`config.mk`:
```
export PLATFORM = sky130hd
export DESIGN_NAME = dscan_rx
export DESIGN_NICKNAME = d
export VERILOG_FILES = /design/src/rtl/dscan_pkg.sv /design/src/rtl/dscan_rx_seg7_dec.sv /design/src/rtl/dscan_rx.sv
export SDC_FILE = /design/constraint.sdc
export NUM_CORES = 1
export LEC_CHECK = 0
export ABC_AREA = 1
export CELL_PAD_IN_SITES_DETAIL_PLACEMENT = 1
export CELL_PAD_IN_SITES_GLOBAL_PLACEMENT = 2
export CORE_ASPECT_RATIO = 1.1
export CORE_MARGIN = 2
export CORE_UTILIZATION = 36
export DETAILED_ROUTE_END_ITERATION = 6
export PLACE_DENSITY = 0.8
export SLEW_MARGIN = 10
export SYNTH_ARGS = -nofsm -noshare
export SYNTH_HDL_FRONTEND = slang
export SYNTH_HIERARCHICAL = 1
export SYNTH_SLANG_ARGS = --single-unit
```
`constraint.sdc`:
```
create_clock -name CLK -period 8.1 [get_ports CLK]
set_input_delay 1.62 -clock CLK [delete_from_list [all_inputs] [get_ports CLK]]
set_output_delay 1.62 -clock CLK [all_outputs]
set_load 0.01 [all_outputs]
```
`src/rtl/dscan_pkg.sv`:
```
// Shared constants for the multiplexed 7-segment display receiver:
// segment patterns (active-low, {g..a}), FSM states and digit slot indices.
package dscan_pkg;

  localparam logic [6:0] SEG_0     = 7'h40;
  localparam logic [6:0] SEG_1     = 7'h79;
  localparam logic [6:0] SEG_2     = 7'h24;
  localparam logic [6:0] SEG_3     = 7'h30;
  localparam logic [6:0] SEG_4     = 7'h19;
  localparam logic [6:0] SEG_5     = 7'h12;
  localparam logic [6:0] SEG_6     = 7'h02;
  localparam logic [6:0] SEG_7     = 7'h78;
  localparam logic [6:0] SEG_8     = 7'h00;
  localparam logic [6:0] SEG_9     = 7'h10;
  localparam logic [6:0] SEG_BLANK = 7'h7F;

  typedef enum logic {
    SYNC,
    COLLECT
  } state_t;

  // SA bit position carrying each displayed digit
  localparam logic [1:0] IDX_D4 = 2'd0;
  localparam logic [1:0] IDX_D3 = 2'd1;
  localparam logic [1:0] IDX_D2 = 2'd2;
  localparam logic [1:0] IDX_D1 = 2'd3;

endpackage

```
`src/rtl/dscan_rx_seg7_dec.sv`:
```
// Combinational 7-segment (active-low) to BCD decoder; 4'hF for non-digits.
// The decimal point bit is masked off before matching.
module seg7_dec
  import dscan_pkg::*;
(
  input  logic [7:0] i_seg,
  output logic [3:0] o_bcd
);

  logic [7:0] w_seg;

  always_comb begin
    w_seg = i_seg & 8'h7F;
    o_bcd = 4'hF;
    case (w_seg)
      {1'b0, SEG_0}: o_bcd = 4'd0;
      {1'b0, SEG_1}: o_bcd = 4'd1;
      {1'b0, SEG_2}: o_bcd = 4'd2;
      {1'b0, SEG_3}: o_bcd = 4'd3;
      {1'b0, SEG_4}: o_bcd = 4'd4;
      {1'b0, SEG_5}: o_bcd = 4'd5;
      {1'b0, SEG_6}: o_bcd = 4'd6;
      {1'b0, SEG_7}: o_bcd = 4'd7;
      {1'b0, SEG_8}: o_bcd = 4'd8;
      {1'b0, SEG_9}: o_bcd = 4'd9;
      default:       o_bcd = 4'hF;
    endcase
  end

endmodule

```
`src/rtl/dscan_rx.sv`:
```
// Receiver for a 4-digit multiplexed 7-segment bus: filters SA/L, reassembles
// a scan frame into D1..D4. Define DSCAN_BCD_EN to build the B1..B4 decoders.
module dscan_rx
  import dscan_pkg::*;
#(
  parameter int unsigned STABLE_CYCLES = 2,
  parameter int unsigned TIMEOUT       = 1024
) (
  input  logic       CLK,
  input  logic       RST,
  input  logic [3:0] SA,
  input  logic [7:0] L,
  output logic [7:0] D1,
  output logic [7:0] D2,
  output logic [7:0] D3,
  output logic [7:0] D4,
  output logic [3:0] B1,
  output logic [3:0] B2,
  output logic [3:0] B3,
  output logic [3:0] B4,
  output logic       VALID,
  output logic       FRAME,
  output logic       ERR
);

  localparam int unsigned   TW     = $clog2(TIMEOUT);
  localparam logic [TW-1:0] TMAX   = TW'(TIMEOUT - 1);
  localparam logic [3:0]    STABLE = 4'(STABLE_CYCLES);

  logic [3:0]    r_sa_q;
  logic [7:0]    r_l_q;
  logic [11:0]   r_prev;
  logic [3:0]    r_stab_cnt;
  state_t        r_state;
  logic [1:0]    r_idx;
  logic [7:0]    r_sh4, r_sh3, r_sh2;
  logic [TW-1:0] r_tcnt;

  logic       w_same, w_fire, w_onehot, w_multi;
  logic [3:0] w_next_cnt;
  logic [1:0] w_pos;

  always_ff @(posedge CLK or posedge RST) begin
    if (RST) begin
      r_sa_q     <= '0;
      r_l_q      <= '0;
      r_prev     <= '0;
      r_stab_cnt <= '0;
    end else begin
      r_sa_q     <= SA;
      r_l_q      <= L;
      r_prev     <= {r_sa_q, r_l_q};
      r_stab_cnt <= w_next_cnt;
    end
  end

  // Capture fires only on the transition into STABLE, so a saturated run never refires.
  always_comb begin
    w_same     = ({r_sa_q, r_l_q} == r_prev);
    w_next_cnt = !w_same ? 4'd1 : ((r_stab_cnt == 4'd15) ? 4'd15 : r_stab_cnt + 4'd1);
    w_fire     = (w_next_cnt == STABLE) && (!w_same || (r_stab_cnt != STABLE));
    w_onehot   = $onehot(r_sa_q);
    w_multi    = (r_sa_q != '0) && !w_onehot;
    w_pos      = IDX_D4;
    case (r_sa_q)
      4'b0010: w_pos = IDX_D3;
      4'b0100: w_pos = IDX_D2;
      4'b1000: w_pos = IDX_D1;
      default: w_pos = IDX_D4;
    endcase
  end

  always_ff @(posedge CLK or posedge RST) begin
    if (RST) begin
      r_state <= SYNC;
      r_idx   <= IDX_D3;
      r_sh4   <= '1;
      r_sh3   <= '1;
      r_sh2   <= '1;
      r_tcnt  <= '0;
      D1      <= '1;
      D2      <= '1;
      D3      <= '1;
      D4      <= '1;
      VALID   <= 1'b0;
      FRAME   <= 1'b0;
      ERR     <= 1'b0;
    end else begin
      FRAME <= 1'b0;
      ERR   <= 1'b0;
      if (r_tcnt == TMAX) VALID <= 1'b0;
      else                r_tcnt <= r_tcnt + 1'b1;

      if (w_fire && w_multi) begin
        ERR     <= 1'b1;
        r_state <= SYNC;
      end else if (w_fire && w_onehot) begin
        case (r_state)
          SYNC: begin
            if (w_pos == IDX_D4) begin
              r_sh4   <= r_l_q;
              r_idx   <= IDX_D3;
              r_state <= COLLECT;
            end
          end
          COLLECT: begin
            if (w_pos == r_idx) begin
              if (r_idx == IDX_D1) begin
                // frame completion overrides the timeout clear above
                D1      <= r_l_q;
                D2      <= r_sh2;
                D3      <= r_sh3;
                D4      <= r_sh4;
                FRAME   <= 1'b1;
                VALID   <= 1'b1;
                r_tcnt  <= '0;
                r_state <= SYNC;
              end else begin
                if (r_idx == IDX_D3) r_sh3 <= r_l_q;
                else                 r_sh2 <= r_l_q;
                r_idx <= r_idx + 2'd1;
              end
            end else begin
              ERR <= 1'b1;
              if (w_pos == IDX_D4) begin
                r_sh4 <= r_l_q;
                r_idx <= IDX_D3;
              end else begin
                r_state <= SYNC;
              end
            end
          end
          default: r_state <= SYNC;
        endcase
      end
    end
  end

`ifdef DSCAN_BCD_EN
  seg7_dec u_dec1 (.i_seg(D1), .o_bcd(B1));
  seg7_dec u_dec2 (.i_seg(D2), .o_bcd(B2));
  seg7_dec u_dec3 (.i_seg(D3), .o_bcd(B3));
  seg7_dec u_dec4 (.i_seg(D4), .o_bcd(B4));
`else
  assign B1 = 4'hF;
  assign B2 = 4'hF;
  assign B3 = 4'hF;
  assign B4 = 4'hF;
`endif

endmodule

```
==> results.md, run 1 <==
* Status: finished, final reports clean
* DR DRC count at 0
* Ys Warns at 6
* Fin nets at 532
* Initial antenna violation count at 0
* Slew HR at 51.6%
* Yosys reg bits at 100
* Root Driver: clkbuf_16
* Remaining global-route overflow at 0
* Seq/Total Area, Yosys at 58.1%
* F_max at 317 MHz
* Via density at 4.48
* Cell count after synthesis at 459
* Worst Hold End: r_prev[6]
* Num rows at 42
* Async set-reset flop share out of synthesis at 100%
* Number of global-route vias before repair at 2997
* Synth top area share at 33.8%
* Post-synth top area cell: dfstp_2
* Initial DRT Pass Iterations at 7
* Final setup fails at 0
* Worst Reg-to-Reg Cells at 11
* Hold Fails Final Rpt at 0
* Critical path class: reg -> reg
* Worst hold path startpoint: r_l_q[6]
* Wire per inst at 12.5 um
* CTS Hold Bufs at 0
* EDFF count, synth at 0
* Worst Hold Depth at 0
* Die area at 0.0132 mm2
* Yosys cell types at 31
* Slew @ Worst Pin at 0.726 ns
* PortBufs at 48
* Crit. End Element: register
* Reg2reg start: r_sa_q[3]
* Total Routing Usage GR at 14.2%
* HP Class: reg -> reg
* Ports at 65
* Critical path launch point type: register
* Max Transition Viols Final at 0
* Crit path DAT at 3.38 ns
* Initial drt markers at 104
* Core area at 0.0120 mm2
* Synth top cells by count: nand2_1, inv_1, dfstp_2
* Ranking of synthesized cells by area: dfstp_2, dfrtp_1, nand2_1, inv_1, o21ai_0
* Clk slew on worst S/H paths at 0.07 ns
* Setup TNS at 0 ns
* Die height at 120 um
* Resized Gates After CTS at 0
* Hpwl dp at 5900 um
* Clk buf depth at 2
* Final worst path period share at 39.0%
* Clk_skew at 0.00916 ns
* Max-Cap Viols at 0
* Pin count of the biggest net entering global routing at 67
* Post-CTS setup buffers at 0
* Pleak at 2.27 nW
* Post-placement setup slack at 4.83 ns
* R2R Path End: r_tcnt[4]
* Netlist Area Pre-Place at 0.00443 mm2
* FF-to-FF setup slack at 4.94 ns
* N_diodes at 0
* Slack of the critical path at 4.94 ns
* Ys flop type: dfstp_2
* Die width at 110 um
* CTS Buf Count at 9
* Worst path required time at 8.32 ns
* First-pass GRT wire length at 14500 um
* Via count at 2987
* Initial Utilization at 36.8%
* Syn_area_per_cell at 9.65 um2
* H-tree levels at 3
* Share of layout cells above drive strength 1 at 19.3%
* CP max FO at 66
* Final ANT Viol Nets at 0
* CTS sink cnt at 100
* Unrepaired setup endpoints after global routing: no
* PwrDens at 180 mW/mm2
* Placer Congestion at 0.704
* TritonCTS clock tree: done
* Worst vdd rail ir drop at 0.0770 mV
* WL final at 8310 um
* Most common cell in the netlist: nand2_1
* Worst hold margin at 0.402 ns
* Clock latency on the worst-skew pair at 0.34 ns
* Syn-to-layout area delta at 18.1%
* Final min period at 3.16 ns
-- per-layer routing --
layer	wire, um	vias to the layer above	global-route usage (%)	part of all wire [%]
met2	4050	44	23.2	49
met4	168	0	6.17	2.0
met1	3860	1436	18.5	46
li1	-	1496	-	-
met5	0	-	0	0
met3	228	11	2.16	2.7
-- power by group --
group	total [mW]	internal (mW)	leakage [nW]	switching (mW)
registers	0.513	0.508	1.11	0.00505
clock network	0.385	0.209	0.131	0.176
logic	0.0435	0.0139	1.03	0.0296
-- logic make-up after synthesis --
family          after synthesis  share of synthesized area [%]
other cells                   1                         0.0846
xor+xnor                     10                           1.98
flops                       100                           58.1
compound gates               74                           9.80
simple gates                168                           16.6
fa+ha+maj                    10                           2.99
buf+inv                      96                           10.4
-- state kept, by name, summed over array words and instances, names as in the netlist, 2 cells and up --
name,cells
D2,8
D4,8
D1,8
D3,8
r_sh2,8
r_idx,2
r_l_q,8
r_prev,12
r_sh3,8
r_sa_q,4
r_stab_cnt,4
r_tcnt,10
r_sh4,8
-- placed cells by master, fill, tap and decap left out, types with 9 or more instances in the layout --
cell type / n
nand3_1: 17
conb_1: 16
clkdlybuf4s50_1: 48
clkbuf_16: 9
inv_1: 63
o21ai_1: 18
ha_1: 9
o21ai_0: 32
nand2_1: 112
nor2_1: 25
o21ai_2: 14
dfrtp_1: 43
dfstp_2: 57
-- stage by stage --
| stage | instances | utilization, % | cell area [um2] | total power [mW] |
|---|---|---|---|---|
| after CTS | 667 | 43.5 | 5230 | 0.961 |
| final | 667 | 43.5 | 5230 | 0.942 |
| after floorplan | 474 | - | 4490 | 0.555 |
| after global routing | 667 | 43.5 | 5230 | 0.990 |
| after global placement | 651 | 41.3 | 4970 | 0.564 |
| after detailed placement | 651 | 41.3 | 4970 | 0.566 |
-- cell type report --
class / instances / area [um2]
Clock buffer: 12 / 236
Clock inverter: 4 / 26.3
Fill cell: 1395 / 6800
Inverter: 70 / 265
Multi-Input combinational cell: 278 / 1450
Sequential cell: 100 / 2570
Tap cell: 154 / 193
Timing Repair Buffer: 49 / 488
-- worst max-delay path by stage --
stage / startpoint / endpoint / slack, ns / depth (start not counted)
2_1_floorplan: RST / ERR / 3.96 / 1
3_3_place_gp: RST / r_l_q[0] / 4.87 / 3
3_5_place_dp: RST / r_l_q[1] / 4.83 / 3
4_1_cts: r_sa_q[3] / r_tcnt[0] / 4.88 / 11
5_1_grt: r_sa_q[3] / r_tcnt[8] / 4.64 / 11
6_report: r_sa_q[3] / r_tcnt[4] / 4.94 / 11
-- critical path, cell delays in order (launching register included) --
cell	delay, ns
dfrtp_1	0.43
inv_1	0.13
fa_1	0.50
inv_1	0.04
ha_1	0.17
ha_1	0.27
nor3_1	0.24
inv_1	0.17
nor2_8	0.26
nand2_4	0.43
clkinv_1	0.33
nor2_1	0.07
Power figures use the tool's default switching activity.
==> inputs of run 2 (changes only) <==
--- a/config.mk
+++ b/config.mk
@@ -10,9 +10,9 @@
 export CELL_PAD_IN_SITES_GLOBAL_PLACEMENT = 2
 export CORE_ASPECT_RATIO = 1.1
 export CORE_MARGIN = 2
-export CORE_UTILIZATION = 36
+export CORE_UTILIZATION = 34
 export DETAILED_ROUTE_END_ITERATION = 6
-export PLACE_DENSITY = 0.8
+export PLACE_DENSITY = 0.76
 export SLEW_MARGIN = 10
 export SYNTH_ARGS = -nofsm -noshare
 export SYNTH_HDL_FRONTEND = slang
==> constraint.sdc (replaced) <==
create_clock -name CLK -period 3.2 [get_ports CLK]
set_input_delay 0.64 -clock CLK [delete_from_list [all_inputs] [get_ports CLK]]
set_output_delay 0.64 -clock CLK [all_outputs]
set_load 0.01 [all_outputs]
==> run 2 against run 1 <==
- clock skew shrank 0.0014 ns
- die area grew 5.7%
- combinational power rose to 2.7 times the previous value
==> results.md, run 2 (synthesis results as in run 1) <==
* F_max at 339 MHz
* Initial drt markers at 136
* Cell family with the largest share of critical-path delay: adder cells
* Slew HR at 53.0%
* Die height at 124 um
* Fill cell count at 1449
* Max-Cap Viols at 0
* H-tree levels at 3
* Placer Congestion at 0.732
* Unrepaired setup endpoints after global routing: no
* Clk_skew at 0.00774 ns
* Worst hold margin at 0.403 ns
* Syn-to-layout area delta at 21.0%
* Critical path launch point type: register
* Slew @ Worst Pin at 0.705 ns
* Wire per inst at 13.0 um
* TritonCTS clock tree: done
* Slowest CP cell: fa_1
* Share of layout cells above drive strength 1 at 20.5%
* Via density at 4.51
* Hpwl dp at 6320 um
* Pin count of the biggest net entering global routing at 55
* Ports at 65
* Most common cell after layout, fill and taps aside: nand2_1
* Pleak at 2.33 nW
* Die width at 113 um
* Worst vdd rail ir drop at 0.235 mV
* Clk buf depth at 2
* Initial antenna violation count at 0
* Via count at 3038
* Final std cells w/o fill at 674
* WL final at 8770 um
* Final worst path period share at 92.2%
* Remaining global-route overflow at 0
* CTS Hold Bufs at 0
* Root Driver: clkbuf_16
* CTS Buf Count at 9
* Crit. End Element: register
* Status: finished, final reports clean
* Worst path required time at 3.42 ns
* Critical path class: reg -> reg
* Most common cell on crit path: inv_1
* CTS sink cnt at 100
* PwrDens at 492 mW/mm2
* Final setup fails at 0
* Most frequent cells in the layout: nand2_1, inv_1, dfstp_2
* Tot Pwr at 2.64 mW
* Reg with most FFs: r_prev
* Clock latency on the worst-skew pair at 0.34 ns
* Clk slew on worst S/H paths at 0.07 ns
* Setup TNS at 0 ns
* Core area at 0.0126 mm2
* Final ANT Viol Nets at 0
* Num rows at 43
* CP max FO at 32
* Max reg flops at 12
* Die area at 0.0140 mm2
* PortBufs at 48
* HP Class: reg -> reg
* Largest regs: r_prev (12), r_tcnt (10)
* Post-CTS setup buffers at 0
* First-pass GRT wire length at 15000 um
* CP cell instances: inv_1, fa_1, inv_1, ha_1, ha_1, nor3_1, inv_1, nor2_8, nand2_4, buf_4, clkinv_1, nor2_1
* Total Routing Usage GR at 13.4%
* DR DRC count at 0
* Number of global-route vias before repair at 3167
* Resized Gates After CTS at 0
* Final min period at 2.95 ns
* Max incr delay on CP at 0.49 ns
* Fin nets at 536
* Placed cell count at 658
* Worst path bufs/invs at 5
* Max Transition Viols Final at 0
* Crit path DAT at 3.18 ns
* Hold Fails Final Rpt at 0
* Initial Utilization at 35.0%
* Initial DRT Pass Iterations at 4
* N_diodes at 0
## run 2: worst register-to-register path, cell delays in order (launching register included)
cell and delay (ns):
dfrtp_1 0.43, inv_1 0.13, fa_1 0.50, inv_1 0.04
ha_1 0.17, ha_1 0.28, nor3_1 0.29, inv_1 0.19
nor2_8 0.27, nand2_4 0.07, buf_4 0.24, clkinv_1 0.19
nor2_1 0.06
## run 2: stage by stage
step	setup WS [ns]	util (%)	instance area [um2]
2_1_floorplan	0.0355	-	4490
4_1_cts	0.231	42.4	5360
3_5_place_dp	0.298	39.7	5020
6_report	0.248	42.4	5360
3_3_place_gp	0.390	39.7	5020
5_1_grt	0.00413	42.4	5360
## run 2: layout make-up
class,instances,area (um2),area share (%)
inverters,70,265,4.95
multi-input cells,278,1450,27.1
clock buffers,11,264,4.93
clock inverters,5,80.1,1.49
well taps,157,196,3.66
repair buffers,53,531,9.90
flip-flops and latches,100,2570,48.0
## run 2: worst paths after layout
kind | start | end | slack, ns | cells past startpoint
min reg2reg | r_l_q[5] | r_prev[5] | 0.40 | 0
max reg2reg | r_sa_q[3] | r_tcnt[8] | 0.25 | 12
max in group asynchronous | RST | D2[7] | 1.73 | 3
min in group asynchronous | RST | r_tcnt[7] | 0.77 | 2
min | r_l_q[5] | r_prev[5] | 0.40 | 0
max | r_sa_q[3] | r_tcnt[8] | 0.25 | 12
## run 2: power by group
group	switching (mW)	internal (mW)	leakage (nW)
sequential	0.0129	1.28	1.11
clock	0.468	0.755	0.171
combinational	0.0784	0.0388	1.05
## run 2: routing by layer
| layer | GRT usage [%] | up-vias | part of all wire (%) |
|---|---|---|---|
| met2 | 22.7 | 54 | 48 |
| met5 | 0 | - | 0 |
| met4 | 6.55 | 0 | 2.4 |
| met1 | 17.1 | 1462 | 47 |
| li1 | - | 1506 | - |
| met3 | 1.90 | 16 | 2.7 |
==> inputs of run 3 (changes only) <==
--- a/config.mk
+++ b/config.mk
@@ -11,8 +11,9 @@
 export CORE_ASPECT_RATIO = 1.1
 export CORE_MARGIN = 2
 export CORE_UTILIZATION = 34
+export CTS_BUF_LIST = sky130_fd_sc_hd__clkbuf_4 sky130_fd_sc_hd__clkbuf_8 sky130_fd_sc_hd__clkbuf_16
 export DETAILED_ROUTE_END_ITERATION = 6
-export PLACE_DENSITY = 0.76
+export PLACE_DENSITY_LB_ADDON = 0.05
 export SLEW_MARGIN = 10
 export SYNTH_ARGS = -nofsm -noshare
 export SYNTH_HDL_FRONTEND = slang
==> run 3 against run 2 <==
- global-route usage is 0.55 points higher
- utilization is 0.23 points lower
- sequential cell count is the same
- cell area shrank 0.54%
- critical endpoint is now D4[7]
==> results.md, run 3 (synthesis results as in run 1) <==
* Status: finished, final reports clean
* N_diodes at 0
* Via count at 2993
* Global routing's busiest layer: met2
* Core area at 0.0126 mm2
* Worst path bufs/invs at 4
* Pleak at 2.31 nW
* Largest regs: r_prev (12), r_tcnt (10)
* Cell family with the largest share of critical-path delay: adder cells
* Critical path class: reg -> reg
* HP Class: reg -> reg
* Worst Reg-to-Reg Cells at 11
* Max incr delay on CP at 0.49 ns
* Via density at 4.45
* H-tree levels at 3
* Worst hold path startpoint: r_l_q[6]
* Initial DRT Pass Iterations at 4
* Worst Hold End: r_prev[6]
* PwrDens at 487 mW/mm2
* Number of global-route vias before repair at 2998
* Max Transition Viols Final at 0
* Die width at 113 um
* Share of layout cells above drive strength 1 at 20.3%
* WL final at 8910 um
* Placed inst area at 0.00501 mm2
* Crit. End Element: register
* Total Routing Usage GR at 14.0%
* Fin nets at 535
* Critical path launch point type: register
* Num rows at 43
* Clk buf depth at 2
* Final ANT Viol Nets at 0
* FF-to-FF setup slack at 0.41 ns
* PortBufs at 48
* Slowest CP cell: fa_1
* First-pass GRT wire length at 15100 um
* CTS Buf Count at 9
* Util after Layout at 42.2%
* CP max FO at 29
* Clk_skew at 0.0117 ns
* Final min period at 2.79 ns
* Placer Congestion at 0.727
* Slew HR at 54.9%
* TritonCTS clock tree: done
* Remaining global-route overflow at 0
* Initial Utilization at 35.0%
* DR DRC count at 0
* Worst vdd rail ir drop at 0.272 mV
* Syn-to-layout area delta at 20.3%
* Slew @ Worst Pin at 0.676 ns
* Hpwl dp at 6350 um
* Post-placement setup slack at 0.398 ns
* Final instance area at 0.00533 mm2
* Max-Cap Viols at 0
* Clk slew on worst S/H paths at 0.07 ns
* Stages on worst setup path at 11
* Reg2reg start: r_sa_q[3]
* CTS Hold Bufs at 0
* Die area at 0.0140 mm2
* Wire per inst at 13.2 um
* Worst setup startpoint: r_sa_q[3]
* CP cell instances: inv_1, fa_1, inv_1, ha_1, ha_1, nor3_1, inv_1, nor2_8, nand2_4, buf_4, o21ai_0
* Clock latency on the worst-skew pair at 0.35 ns
* F_max at 359 MHz
* GRT met1 Usage at 19.5%
* Ports at 65
* Hold Fails Final Rpt at 0
* Reg with most FFs: r_prev
* Most common cell on crit path: inv_1
* CTS sink cnt at 100
* Die height at 124 um
* M3 GR Usage at 2.68%
* Post-CTS setup buffers at 0
* Worst Hold Depth at 0
* Worst path required time at 3.46 ns
* Final setup fails at 0
* Slack of the critical path at 0.412 ns
* Unrepaired setup endpoints after global routing: no
* Tot Pwr at 2.60 mW
* Max reg flops at 12
* Initial antenna violation count at 0
* Resized Gates After CTS at 0
* Pin count of the biggest net entering global routing at 52
* Root Driver: clkbuf_16
* Met2 Track Usage GR at 21.1%
* Initial drt markers at 111
* Setup TNS at 0 ns
* Most common cell after layout, fill and taps aside: nand2_1
* Final worst path period share at 87.1%
* Most frequent cells in the layout: nand2_1, inv_1, dfstp_2
* R2R Path End: D4[7]
* Crit path DAT at 3.05 ns
[run 3: area by class of cell]
type / instances / area (um2)
clock buffer: 12 / 248
clock inverter: 4 / 75.1
fill: 1473 / 7310
inverter: 70 / 265
multi-input combinational: 278 / 1450
sequential: 100 / 2570
tap: 157 / 196
timing repair buffer: 52 / 523
[run 3: worst max path at each step]
stage / to / slack, ns
final: D4[7] / 0.41
after global routing: D4[6] / 0.16
after CTS: D4[7] / 0.38
after detailed placement: D4[7] / 0.40
after global placement: D2[3] / 0.47
after floorplan: ERR / 0.04
[run 3: where the power goes]
| part | internal (mW) | switching (mW) |
|---|---|---|
| clock network | 0.712 | 0.474 |
| registers | 1.28 | 0.0123 |
| logic | 0.0375 | 0.0776 |
[run 3: layer usage]
metal  wire length [um]  up-vias
li1                   -     1503
met1               4400     1432
met2               4040       46
met3                276       12
met4                195        0
met5                  0        -
[run 3: per-stage QoR]
| step | hold slack [ns] | cells |
|---|---|---|
| 2_1_floorplan | 0.374 | 474 |
| 3_3_place_gp | 0.384 | 657 |
| 3_5_place_dp | 0.393 | 657 |
| 4_1_cts | 0.403 | 673 |
| 5_1_grt | 0.423 | 673 |
| 6_report | 0.400 | 673 |
